## src/rtl/mem_access_stage_if.sv

```systemverilog
// Data-bus bundle between the memory stage and an SRAM-like data port.
// The master side issues requests; the slave side returns accept/response and read data.
interface mem_access_stage_if #(
  parameter int unsigned ADDR_W = 32,
  parameter int unsigned DATA_W = 32
);
  logic              dataReq;
  logic              dataWr;
  logic [1:0]        dataSize;
  logic [ADDR_W-1:0] dataAddr;
  logic [3:0]        dataBe;
  logic [DATA_W-1:0] dataWData;
  logic              dataAddrOk;
  logic              dataDataOk;
  logic [DATA_W-1:0] dataRData;

  modport master (
    output dataReq, dataWr, dataSize, dataAddr, dataBe, dataWData,
    input  dataAddrOk, dataDataOk, dataRData
  );

  modport slave (
    input  dataReq, dataWr, dataSize, dataAddr, dataBe, dataWData,
    output dataAddrOk, dataDataOk, dataRData
  );
endinterface

```

## src/rtl/mem_access_stage.sv

```systemverilog
// Memory pipeline stage between EXEC and WB: holds one instruction, runs the data bus
// for loads/stores, aligns load data, flags misalignment and publishes a forwarding tuple.
module mem_access_stage #(
  parameter int unsigned ADDR_W = 32,
  parameter int unsigned DATA_W = 32
) (
  input  logic              clk,
  input  logic              reset,
  input  logic              flush_i,
  input  logic              inValid_i,
  input  logic [4:0]        inDestReg_i,
  input  logic [DATA_W-1:0] inResult_i,
  input  logic              inIsLoad_i,
  input  logic              inIsStore_i,
  input  logic [1:0]        inSize_i,
  input  logic              inSignExt_i,
  input  logic [DATA_W-1:0] inStoreData_i,
  output logic              stallIn_o,
  output logic              outValid_o,
  output logic [4:0]        outDestReg_o,
  output logic [DATA_W-1:0] outValue_o,
  output logic              excAdel_o,
  output logic              excAdes_o,
  output logic [31:0]       excBadVAddr_o,
  output logic              fwdValid_o,
  output logic [4:0]        fwdReg_o,
  output logic [DATA_W-1:0] fwdValue_o,
  mem_access_stage_if.master bus
);

  localparam logic [1:0] ST_IDLE  = 2'd0;
  localparam logic [1:0] ST_REQ   = 2'd1;
  localparam logic [1:0] ST_WAIT  = 2'd2;
  localparam logic [1:0] ST_DRAIN = 2'd3;

  localparam int unsigned REG_W = 5;

  typedef struct packed {
    logic              valid;
    logic [REG_W-1:0]  dest;
    logic [DATA_W-1:0] result;
    logic              is_load;
    logic              is_store;
    logic [1:0]        size;
    logic              sign_ext;
    logic              misal;
    logic [DATA_W-1:0] wdata;
  } held_t;

  logic [1:0] state_q, state_d;
  held_t      held_q, held_d;

  logic              done_c;
  logic              stall_c;
  logic              in_mem_c;
  logic              in_misal_c;
  logic              start_req_c;
  logic              live_c;
  logic              alu_c;
  logic              ld_c;
  logic              st_c;
  logic [7:0]        ld_byte_c;
  logic [15:0]       ld_half_c;
  logic [DATA_W-1:0] ld_val_c;

  always_ff @(posedge clk) begin
    if (reset) begin
      state_q <= ST_IDLE;
      held_q  <= '0;
    end else begin
      state_q <= state_d;
      held_q  <= held_d;
    end
  end

  // Bus response that ends the current transaction; a stray response in IDLE is ignored.
  always_comb begin
    done_c = 1'b0;
    unique case (state_q)
      ST_REQ:   done_c = bus.dataAddrOk & bus.dataDataOk;
      ST_WAIT:  done_c = bus.dataDataOk;
      ST_DRAIN: done_c = bus.dataDataOk;
      default:  done_c = 1'b0;
    endcase
    stall_c = (state_q != ST_IDLE) & ~done_c;
  end

  always_comb begin
    in_mem_c    = inIsLoad_i | inIsStore_i;
    in_misal_c  = ((inSize_i == 2'd1) && inResult_i[0]) ||
                  (inSize_i[1] && (inResult_i[1:0] != 2'b00));
    start_req_c = ~stall_c & inValid_i & ~flush_i & in_mem_c & ~in_misal_c;
  end

  // Held instruction register: flush wins over capture and leaves a bubble.
  always_comb begin
    held_d = held_q;
    if (flush_i) begin
      held_d = '0;
    end else if (!stall_c) begin
      held_d = '0;
      if (inValid_i) begin
        held_d.valid    = 1'b1;
        held_d.dest     = inDestReg_i;
        held_d.result   = inResult_i;
        held_d.is_load  = inIsLoad_i;
        held_d.is_store = inIsStore_i & ~inIsLoad_i;
        held_d.size     = inSize_i;
        held_d.sign_ext = inSignExt_i;
        held_d.misal    = in_mem_c & in_misal_c;
        held_d.wdata    = inStoreData_i;
      end
    end
  end

  // Bus FSM; a new aligned memory op enters REQ at its capture edge.
  always_comb begin
    state_d = state_q;
    unique case (state_q)
      ST_IDLE: state_d = ST_IDLE;
      ST_REQ: begin
        if (bus.dataAddrOk && bus.dataDataOk) state_d = ST_IDLE;
        else if (bus.dataAddrOk)              state_d = flush_i ? ST_DRAIN : ST_WAIT;
        else if (flush_i)                     state_d = ST_IDLE;
      end
      ST_WAIT: begin
        if (bus.dataDataOk)  state_d = ST_IDLE;
        else if (flush_i)    state_d = ST_DRAIN;
      end
      ST_DRAIN: begin
        if (bus.dataDataOk)  state_d = ST_IDLE;
      end
      default: state_d = ST_IDLE;
    endcase
    if (start_req_c) state_d = ST_REQ;
  end

  // Lane selection and extension of returned load data.
  always_comb begin
    unique case (held_q.result[1:0])
      2'd0:    ld_byte_c = bus.dataRData[7:0];
      2'd1:    ld_byte_c = bus.dataRData[15:8];
      2'd2:    ld_byte_c = bus.dataRData[23:16];
      default: ld_byte_c = bus.dataRData[31:24];
    endcase
    ld_half_c = held_q.result[1] ? bus.dataRData[31:16] : bus.dataRData[15:0];
    unique case (held_q.size)
      2'd0:    ld_val_c = held_q.sign_ext ? {{24{ld_byte_c[7]}}, ld_byte_c}
                                          : {24'd0, ld_byte_c};
      2'd1:    ld_val_c = held_q.sign_ext ? {{16{ld_half_c[15]}}, ld_half_c}
                                          : {16'd0, ld_half_c};
      default: ld_val_c = bus.dataRData;
    endcase
  end

  always_comb begin
    live_c = held_q.valid & ~flush_i;
    alu_c  = live_c & ~held_q.is_load & ~held_q.is_store;
    ld_c   = live_c & held_q.is_load & ~held_q.misal;
    st_c   = live_c & held_q.is_store & ~held_q.misal;
  end

  // Request side of the data bus, quiet outside REQ.
  always_comb begin
    bus.dataReq   = 1'b0;
    bus.dataWr    = 1'b0;
    bus.dataSize  = 2'd0;
    bus.dataAddr  = '0;
    bus.dataBe    = 4'b0000;
    bus.dataWData = '0;
    if (state_q == ST_REQ) begin
      bus.dataReq  = 1'b1;
      bus.dataWr   = held_q.is_store;
      bus.dataSize = held_q.size;
      bus.dataAddr = held_q.size[1] ? ADDR_W'(held_q.result)
                                    : ADDR_W'({held_q.result[DATA_W-1:2], 2'b00});
      unique case (held_q.size)
        2'd0: begin
          bus.dataBe    = 4'b0001 << held_q.result[1:0];
          bus.dataWData = {4{held_q.wdata[7:0]}};
        end
        2'd1: begin
          bus.dataBe    = held_q.result[1] ? 4'b1100 : 4'b0011;
          bus.dataWData = {2{held_q.wdata[15:0]}};
        end
        default: begin
          bus.dataBe    = 4'b1111;
          bus.dataWData = held_q.wdata;
        end
      endcase
    end
  end

  // WB, exception and forwarding outputs for the held instruction.
  always_comb begin
    stallIn_o     = stall_c;
    outValid_o    = 1'b0;
    outDestReg_o  = '0;
    outValue_o    = '0;
    excAdel_o     = 1'b0;
    excAdes_o     = 1'b0;
    excBadVAddr_o = '0;
    fwdValid_o    = 1'b0;
    fwdReg_o      = '0;
    fwdValue_o    = '0;

    if (alu_c) begin
      outValid_o   = 1'b1;
      outDestReg_o = held_q.dest;
      outValue_o   = held_q.result;
      fwdValid_o   = 1'b1;
      fwdReg_o     = held_q.dest;
      fwdValue_o   = held_q.result;
    end

    if (ld_c) begin
      fwdReg_o = held_q.dest;
      if (done_c) begin
        outValid_o   = 1'b1;
        outDestReg_o = held_q.dest;
        outValue_o   = ld_val_c;
        fwdValid_o   = 1'b1;
        fwdValue_o   = ld_val_c;
      end
    end

    if (st_c && done_c) begin
      outValid_o = 1'b1;
    end

    if (live_c && held_q.misal) begin
      excAdel_o     = held_q.is_load;
      excAdes_o     = held_q.is_store;
      excBadVAddr_o = 32'(held_q.result);
    end
  end

endmodule

```

## src/flat_wrapper.sv

```systemverilog
// flat-port wrapper written by rule: the top's interface ports become plain ports
module mem_access_stage_flat 
#(
  parameter int unsigned ADDR_W = 32,
  parameter int unsigned DATA_W = 32
)
  (clk, reset, flush_i, inValid_i, inDestReg_i, inResult_i, inIsLoad_i, inIsStore_i, inSize_i, inSignExt_i, inStoreData_i, stallIn_o, outValid_o, outDestReg_o, outValue_o, excAdel_o, excAdes_o, excBadVAddr_o, fwdValid_o, fwdReg_o, fwdValue_o, bus_dataReq, bus_dataWr, bus_dataSize, bus_dataAddr, bus_dataBe, bus_dataWData, bus_dataAddrOk, bus_dataDataOk, bus_dataRData);
  mem_access_stage_if #(.ADDR_W(ADDR_W), .DATA_W(DATA_W)) bus_i ();
  input  logic clk;
  input  logic reset;
  input  logic flush_i;
  input  logic inValid_i;
  input  logic [4:0] inDestReg_i;
  input  logic [DATA_W-1:0] inResult_i;
  input  logic inIsLoad_i;
  input  logic inIsStore_i;
  input  logic [1:0] inSize_i;
  input  logic inSignExt_i;
  input  logic [DATA_W-1:0] inStoreData_i;
  output logic stallIn_o;
  output logic outValid_o;
  output logic [4:0] outDestReg_o;
  output logic [DATA_W-1:0] outValue_o;
  output logic excAdel_o;
  output logic excAdes_o;
  output logic [31:0] excBadVAddr_o;
  output logic fwdValid_o;
  output logic [4:0] fwdReg_o;
  output logic [DATA_W-1:0] fwdValue_o;
  output wire logic [$bits(bus_i.dataReq)-1:0] bus_dataReq;
  output wire logic [$bits(bus_i.dataWr)-1:0] bus_dataWr;
  output wire logic [$bits(bus_i.dataSize)-1:0] bus_dataSize;
  output wire logic [$bits(bus_i.dataAddr)-1:0] bus_dataAddr;
  output wire logic [$bits(bus_i.dataBe)-1:0] bus_dataBe;
  output wire logic [$bits(bus_i.dataWData)-1:0] bus_dataWData;
  input wire logic [$bits(bus_i.dataAddrOk)-1:0] bus_dataAddrOk;
  input wire logic [$bits(bus_i.dataDataOk)-1:0] bus_dataDataOk;
  input wire logic [$bits(bus_i.dataRData)-1:0] bus_dataRData;
  assign bus_dataReq = bus_i.dataReq;
  assign bus_dataWr = bus_i.dataWr;
  assign bus_dataSize = bus_i.dataSize;
  assign bus_dataAddr = bus_i.dataAddr;
  assign bus_dataBe = bus_i.dataBe;
  assign bus_dataWData = bus_i.dataWData;
  assign bus_i.dataAddrOk = bus_dataAddrOk;
  assign bus_i.dataDataOk = bus_dataDataOk;
  assign bus_i.dataRData = bus_dataRData;
  mem_access_stage #(.ADDR_W(ADDR_W), .DATA_W(DATA_W)) u_core (.clk(clk), .reset(reset), .flush_i(flush_i), .inValid_i(inValid_i), .inDestReg_i(inDestReg_i), .inResult_i(inResult_i), .inIsLoad_i(inIsLoad_i), .inIsStore_i(inIsStore_i), .inSize_i(inSize_i), .inSignExt_i(inSignExt_i), .inStoreData_i(inStoreData_i), .stallIn_o(stallIn_o), .outValid_o(outValid_o), .outDestReg_o(outDestReg_o), .outValue_o(outValue_o), .excAdel_o(excAdel_o), .excAdes_o(excAdes_o), .excBadVAddr_o(excBadVAddr_o), .fwdValid_o(fwdValid_o), .fwdReg_o(fwdReg_o), .fwdValue_o(fwdValue_o), .bus(bus_i));
endmodule
```

## config.mk

```make
export PLATFORM = sky130hd
export DESIGN_NAME = mem_access_stage_flat
export DESIGN_NICKNAME = d
export VERILOG_FILES = /design/src/rtl/mem_access_stage_if.sv /design/src/rtl/mem_access_stage.sv /design/src/flat_wrapper.sv
export SDC_FILE = /design/constraint.sdc
export NUM_CORES = 1
export LEC_CHECK = 0
export BUFFER_PORTS_ARGS = -buffer_cell sky130_fd_sc_hd__buf_2
export CORE_AREA = 4 4 113 115
export CTS_BUF_LIST = sky130_fd_sc_hd__clkbuf_16
export CTS_CLUSTER_SIZE = 12
export DETAILED_ROUTE_END_ITERATION = 8
export DIE_AREA = 0 0 117 119
export PLACE_DENSITY = 0.82
export SYNTH_ARGS = -nofsm -noshare
export SYNTH_HDL_FRONTEND = slang
export SYNTH_SLANG_ARGS = --single-unit
```

## constraint.sdc

```tcl
create_clock -name clk -period 5.9 [get_ports clk]
set_input_delay 0.295 -clock clk [delete_from_list [all_inputs] [get_ports clk]]
set_output_delay 0.295 -clock clk [all_outputs]
set_load 0.02 [all_outputs]
```

==> results.yml, run 1 <==
run_status:
  status: "complete, no violations"
detailed_routing:
  wl_mm: 20.3
  vias_per_cell: 5.72
  routedWlPerCell_um: 18.7
  initialDrtViolationCount: 783
  ant_nets: 0
  via_count: 6201
  first_pass_iters: 6
  drc: 0
timing:
  fin_crit_sh: 0.661
  max-slew-margin-rel: 0.191
  setup_ws_ps: 2000
  fin_skew_ps: 4.31
  worst_pin_slew_ps: 1210
  max_freq_mhz: 256
  holdWs_ps: 160
  finalSetupViolCount: 0
  setup_tns_ps: 0
  slew_violations: 0
  period_needed_ps: 3900
  rsz0062_at_grt: "false"
  hold_violations: 0
die:
  start_util: 0.452
  fp.coreArea_um2: 11800
  dieArea_um2: 13900
  pin_count: 295
  die_h_um: 119
  row_count: 40
  die_x_um: 117
layout:
  final_nets: 1049
  syn_to_final_growth_pct: 27.1
  drive_gt1_frac: 0.369
  post-route-util: 0.575
  final_cell_area_um2: 6790
  fillers: 1155
  antenna_cells: 0
grt:
  grt_max_degree: 78
  grt_pass1_wl_mm: 30.9
  antenna_found_initial: 0
  grt_remaining_overflow: 0
  grt_pass1_vias: 5714
  grt_usage: 0.278
synth:
  synth_area_um2: 5340
  synthArstFlopShare: 0
  postSynthCellCount: 722
  yosysMostFrequentCell: "nand2_1"
  synth_edf_count: 0
  synth_area_leader_cell: "dfxtp_1"
  yosysTopAreaCellShare: 0.292
  yosysWarnings: 0
  syn_nets: 838
  ys_ff_latch: 78
  yosysSeqAreaShare: 0.292
  synth_top_flop_cell: "dfxtp_1"
  synth_commonest_cells: "nand2_1, a21oi_1, dfxtp_1"
  synth_area_leaders: "dfxtp_1, nand2_1, a21oi_1"
  synthDistinctLibCells: 53
  avgSynthCellArea_um2: 7.40
setup_path:
  required_ps: 5610
  cp-startpoint: "u_core.state_q[1]$_SDFFE_PP0P_"
  reg2reg_from: "u_core.state_q[1]$_SDFFE_PP0P_"
  critPathSlowestCell: "ha_2"
  cp_max_fo: 76
  start_kind: "flip-flop"
  crit_chain: "inv_1 > ha_2 > a211oi_1 > nor4b_4 > a22oi_1 > nand2_1 > buf_2"
  worstSetupEndpointType: "output pin"
  crit_type: "reg -> out"
  cpPeakStageDelay_ps: 1000
  worstPathArrival_ps: 3610
place:
  pre_cts_ws_ps: 2420
  dp_hpwl_mm: 14.5
  gp_congestion: 0.988
  dpl_cell_area_um2: 6480
  port_buffers: 294
clock_network:
  h-tree-depth: 3
  hold_buffers: 0
  post_cts_buffers: 0
  clk_pin_slew_worst_paths_ps: 60
  cts_buffers: 9
  cts_sinks: 78
  root_buffer: "clkbuf_16"
  cts_resized: 0
  clock_latency_ps: 330
  cts_tree: "yes"
  clock_path_buffers: 2
worst_hold_path:
  hp-class: "in -> reg"
  hp-start: "reset"
power_and_ir_drop:
  leakagePower_nw: 3.53
  ir_drop_uv: 162
  p_per_area_nw_per_um2: 194
flow_run:
  maxCapViolations: 0
## routing by layer
metal / share of wire / GRT usage / routed length, um
met1: 0.39 / 0.352 / 7940
met2: 0.49 / 0.466 / 9950
met3: 0.087 / 0.0483 / 1760
met4: 0.032 / 0.107 / 652
met5: 0 / 0 / 0
## report_power, final
| part | internal, mW | switching, mW | total (mW) | leakage, nW |
|---|---|---|---|---|
| registers | 0.542 | 0.0174 | 0.559 | 0.634 |
| clock network | 0.368 | 0.224 | 0.592 | 0.158 |
| logic | 0.0659 | 0.0980 | 0.164 | 2.74 |
| total | 0.976 | 0.339 | 1.31 | 3.53 |
## flip-flops by register name, summed over array words and instances (netlist names)
register	count
u_core.held_q	76
u_core.state_q	2
## through the flow
| stage | total power, mW | instances |
|---|---|---|
| after global placement | 0.730 | 1069 |
| after global routing | 1.37 | 1085 |
| after floorplan | 0.658 | 722 |
| final | 1.31 | 1085 |
| after detailed placement | 0.732 | 1069 |
| after CTS | 1.32 | 1085 |
## final timing paths
kind / to / slack [ps] / cells past startpoint
min reg2reg: u_core.held_q[21]$_SDFFE_PP0N_ / 450 / 2
min: u_core.state_q[0]$_SDFFE_PP0P_ / 160 / 2
max reg2reg: u_core.held_q[56]$_SDFFE_PP0N_ / 2890 / 7
max: outValue_o[16] / 2000 / 7
## layout by cell type, fill, tap and decap left out, drive strengths merged, types with 18 or more instances in the layout
master    n
nand3    73
and2     45
buf     301
dfxtp    78
a22oi    30
and3     37
mux2i    18
nor2b    21
a21oi    80
nand2   133
## layout make-up
type	instances	area, um^2	area share
multi-input cells	534	3170	0.467
flip-flops and latches	78	1560	0.230
repair buffers	301	1520	0.224
clock buffers	9	225	0.0332
well taps	147	184	0.0271
clock inverters	7	90.1	0.0133
inverters	9	33.8	0.00497
## worst max-delay path, delay by kind of cell, from the launching register on
family	cells	cell delay (ps)
simple gates	2	1130
fa+ha+maj	1	1000
compound gates	2	500
flops	1	320
buf+inv	2	310
## logic make-up (layout without fill, tap and decap cells)
logic type / after synthesis / count (layout) / synth area share
buffers and inverters: 110 / 326 / 0.115
flip-flops: 78 / 78 / 0.292
AO/OA/AOI/OAI: 169 / 169 / 0.211
multiplexers: 25 / 25 / 0.0485
AND/OR/NAND/NOR: 336 / 336 / 0.324
adder cells (fa/ha/maj): 4 / 4 / 0.00937
No activity file was read; power rests on OpenSTA's default activity.
==> inputs of run 2 (changes only) <==
--- a/config.mk
+++ b/config.mk
@@ -6,12 +6,12 @@
 export NUM_CORES = 1
 export LEC_CHECK = 0
 export BUFFER_PORTS_ARGS = -buffer_cell sky130_fd_sc_hd__buf_2
-export CORE_AREA = 4 4 113 115
+export CORE_MARGIN = 4
+export CORE_UTILIZATION = 41
 export CTS_BUF_LIST = sky130_fd_sc_hd__clkbuf_16
 export CTS_CLUSTER_SIZE = 12
 export DETAILED_ROUTE_END_ITERATION = 8
-export DIE_AREA = 0 0 117 119
-export PLACE_DENSITY = 0.82
+export PLACE_DENSITY = 0.78
 export SYNTH_ARGS = -nofsm -noshare
 export SYNTH_HDL_FRONTEND = slang
 export SYNTH_SLANG_ARGS = --single-unit
==> constraint.sdc (replaced) <==
create_clock -name clk -period 3.4 [get_ports clk]
set_input_delay 0.17 -clock clk [delete_from_list [all_inputs] [get_ports clk]]
set_output_delay 0.17 -clock clk [all_outputs]
set_load 0.02 [all_outputs]
==> results.yml, run 2 (synthesis gave the netlist of run 1 again) <==
setup_path:
  worstSetupEndpointType: "output pin"
  worstPathArrival_ps: 2890
  required_ps: 3230
  start_kind: "flip-flop"
  crit_type: "reg -> out"
  cp_max_fo: 28
grt:
  grt_pass1_wl_mm: 31.4
  grt_usage: 0.269
  grt_pass1_vias: 5793
  antenna_found_initial: 1
  grt_max_degree: 77
  grt_remaining_overflow: 0
clock_network:
  root_buffer: "clkbuf_16"
  clock_latency_ps: 340
  cts_buffers: 9
  h-tree-depth: 3
  cts_sinks: 78
  clock_path_buffers: 2
  cts_tree: "yes"
  clk_pin_slew_worst_paths_ps: 60
detailed_routing:
  ant_nets: 0
  initialDrtViolationCount: 695
  via_count: 6322
  wl_mm: 21.1
  wl_met2_mm: 10.3
  vias_per_cell: 5.65
  met3_length_mm: 1.96
  routedWlPerCell_um: 18.9
  routed.top_layer: "met5"
  wirelength_met1_mm: 8.10
  first_pass_iters: 7
  drc: 0
timing:
  worst_pin_slew_ps: 1010
  period_needed_ps: 3060
  finalSetupViolCount: 0
  rsz0062_at_grt: "false"
  fin_crit_sh: 0.899
  max_freq_mhz: 327
  slew_violations: 0
  setup_tns_ps: 0
  fin_skew_ps: 5.30
  max-slew-margin-rel: 0.323
  hold_violations: 0
  setup_ws_ps: 343
power_and_ir_drop:
  seqPwrFrac: 0.440
  p_sw_mw: 0.588
  netSwitchingFraction: 0.267
  p_comb_frac: 0.132
  p_clk_frac: 0.428
  p_int_mw: 1.61
  power_mw: 2.20
  ir_drop_uv: 222
  p_per_area_nw_per_um2: 320
  leakagePower_nw: 3.56
layout:
  final_nets: 1058
  antenna_cells: 0
  largest_reg_flops: 76
  largest_register: "u_core.held_q"
  layout_commonest_cell: "buf_2"
  instances_no_fill: 1119
  syn_to_final_growth_pct: 28.6
  top_regs: "u_core.held_q x76, u_core.state_q x2"
  final_cell_area_um2: 6870
  drive_gt1_frac: 0.372
  layout_common_cells: "buf_2, nand2_1, a21oi_1, dfxtp_1, nand3_1"
die:
  row_count: 41
  dieArea_um2: 14900
  fp.coreArea_um2: 12700
  start_util: 0.422
  die_h_um: 122
  pin_count: 295
  die_x_um: 122
worst_hold_path:
  hp-class: "in -> reg"
place:
  gp_congestion: 0.971
  dp_hpwl_mm: 15.5
  port_buffers: 294
  placed_cells: 1102
  dpl_cell_area_um2: 6570
  pre_cts_ws_ps: 551
run_status:
  status: "complete, no violations"
flow_run:
  maxCapViolations: 0
-- run 2: cell types whose count changed in the layout (fill, tap and decap cells not counted) --
cell and change:
buf_12 +1, buf_4 +8, bufinv_16 -1, clkinv_1 +3
clkinv_2 -1, clkinv_4 -2, clkinvlp_4 +1
-- run 2: final cells by class --
cell class / instances / area (um^2)
fillers: 1291 / 5800
multi-input cells: 534 / 3170
repair buffers: 310 / 1600
flip-flops and latches: 78 / 1560
clock buffers: 9 / 225
well taps: 172 / 215
clock inverters: 7 / 56.3
inverters: 9 / 33.8
-- run 2: path summary, 6_finish.rpt --
| check | from | end | slack [ps] | cells after the start |
|---|---|---|---|---|
| setup / recovery | u_core.state_q[1]$_SDFFE_PP0P_ | outValue_o[13] | 340 | 7 |
| setup reg to reg | u_core.state_q[1]$_SDFFE_PP0P_ | u_core.held_q[43]$_SDFFE_PP0N_ | 930 | 8 |
| hold / removal | reset | u_core.state_q[0]$_SDFFE_PP0P_ | 30 | 2 |
| hold reg to reg | u_core.held_q[24]$_SDFFE_PP0N_ | u_core.held_q[24]$_SDFFE_PP0N_ | 450 | 2 |
-- run 2: per-stage QoR --
stage           util  hold slack [ps]
2_1_floorplan      -              239
3_3_place_gp   0.518              376
3_5_place_dp   0.518              388
4_1_cts        0.541             26.4
5_1_grt        0.542             30.9
6_report       0.542             28.7
-- run 2: repair_timing --
action,in CTS,in global routing
setup endpoints to repair,0,29
hold buffers,0,0
gates resized for setup,0,0
setup buffers,0,1
-- run 2: worst max-delay path, cell delays in order, from the launching register on --
cell      delay [ps]
dfxtp_1          330
inv_1            100
ha_2             480
a211o_1          210
nand3b_1         470
a21oi_2          540
a22oi_1          200
buf_2            220
-- run 2: routing by layer --
| metal | vias to the layer above | track usage |
|---|---|---|
| li1 | 2935 | - |
| met1 | 2948 | 0.327 |
| met2 | 375 | 0.461 |
| met3 | 62 | 0.0529 |
| met4 | 2 | 0.118 |
| met5 | - | 0 |
-- run 2: power by group through the flow --
stage | clock [mW] | sequential [mW] | combinational, mW
4_1_cts | 0.954 | 0.967 | 0.289
6_report | 0.942 | 0.968 | 0.291
3_5_place_dp | 0 | 0.987 | 0.288
5_1_grt | 0.996 | 0.972 | 0.316
3_3_place_gp | 0 | 0.987 | 0.286
2_1_floorplan | 0 | 0.974 | 0.168
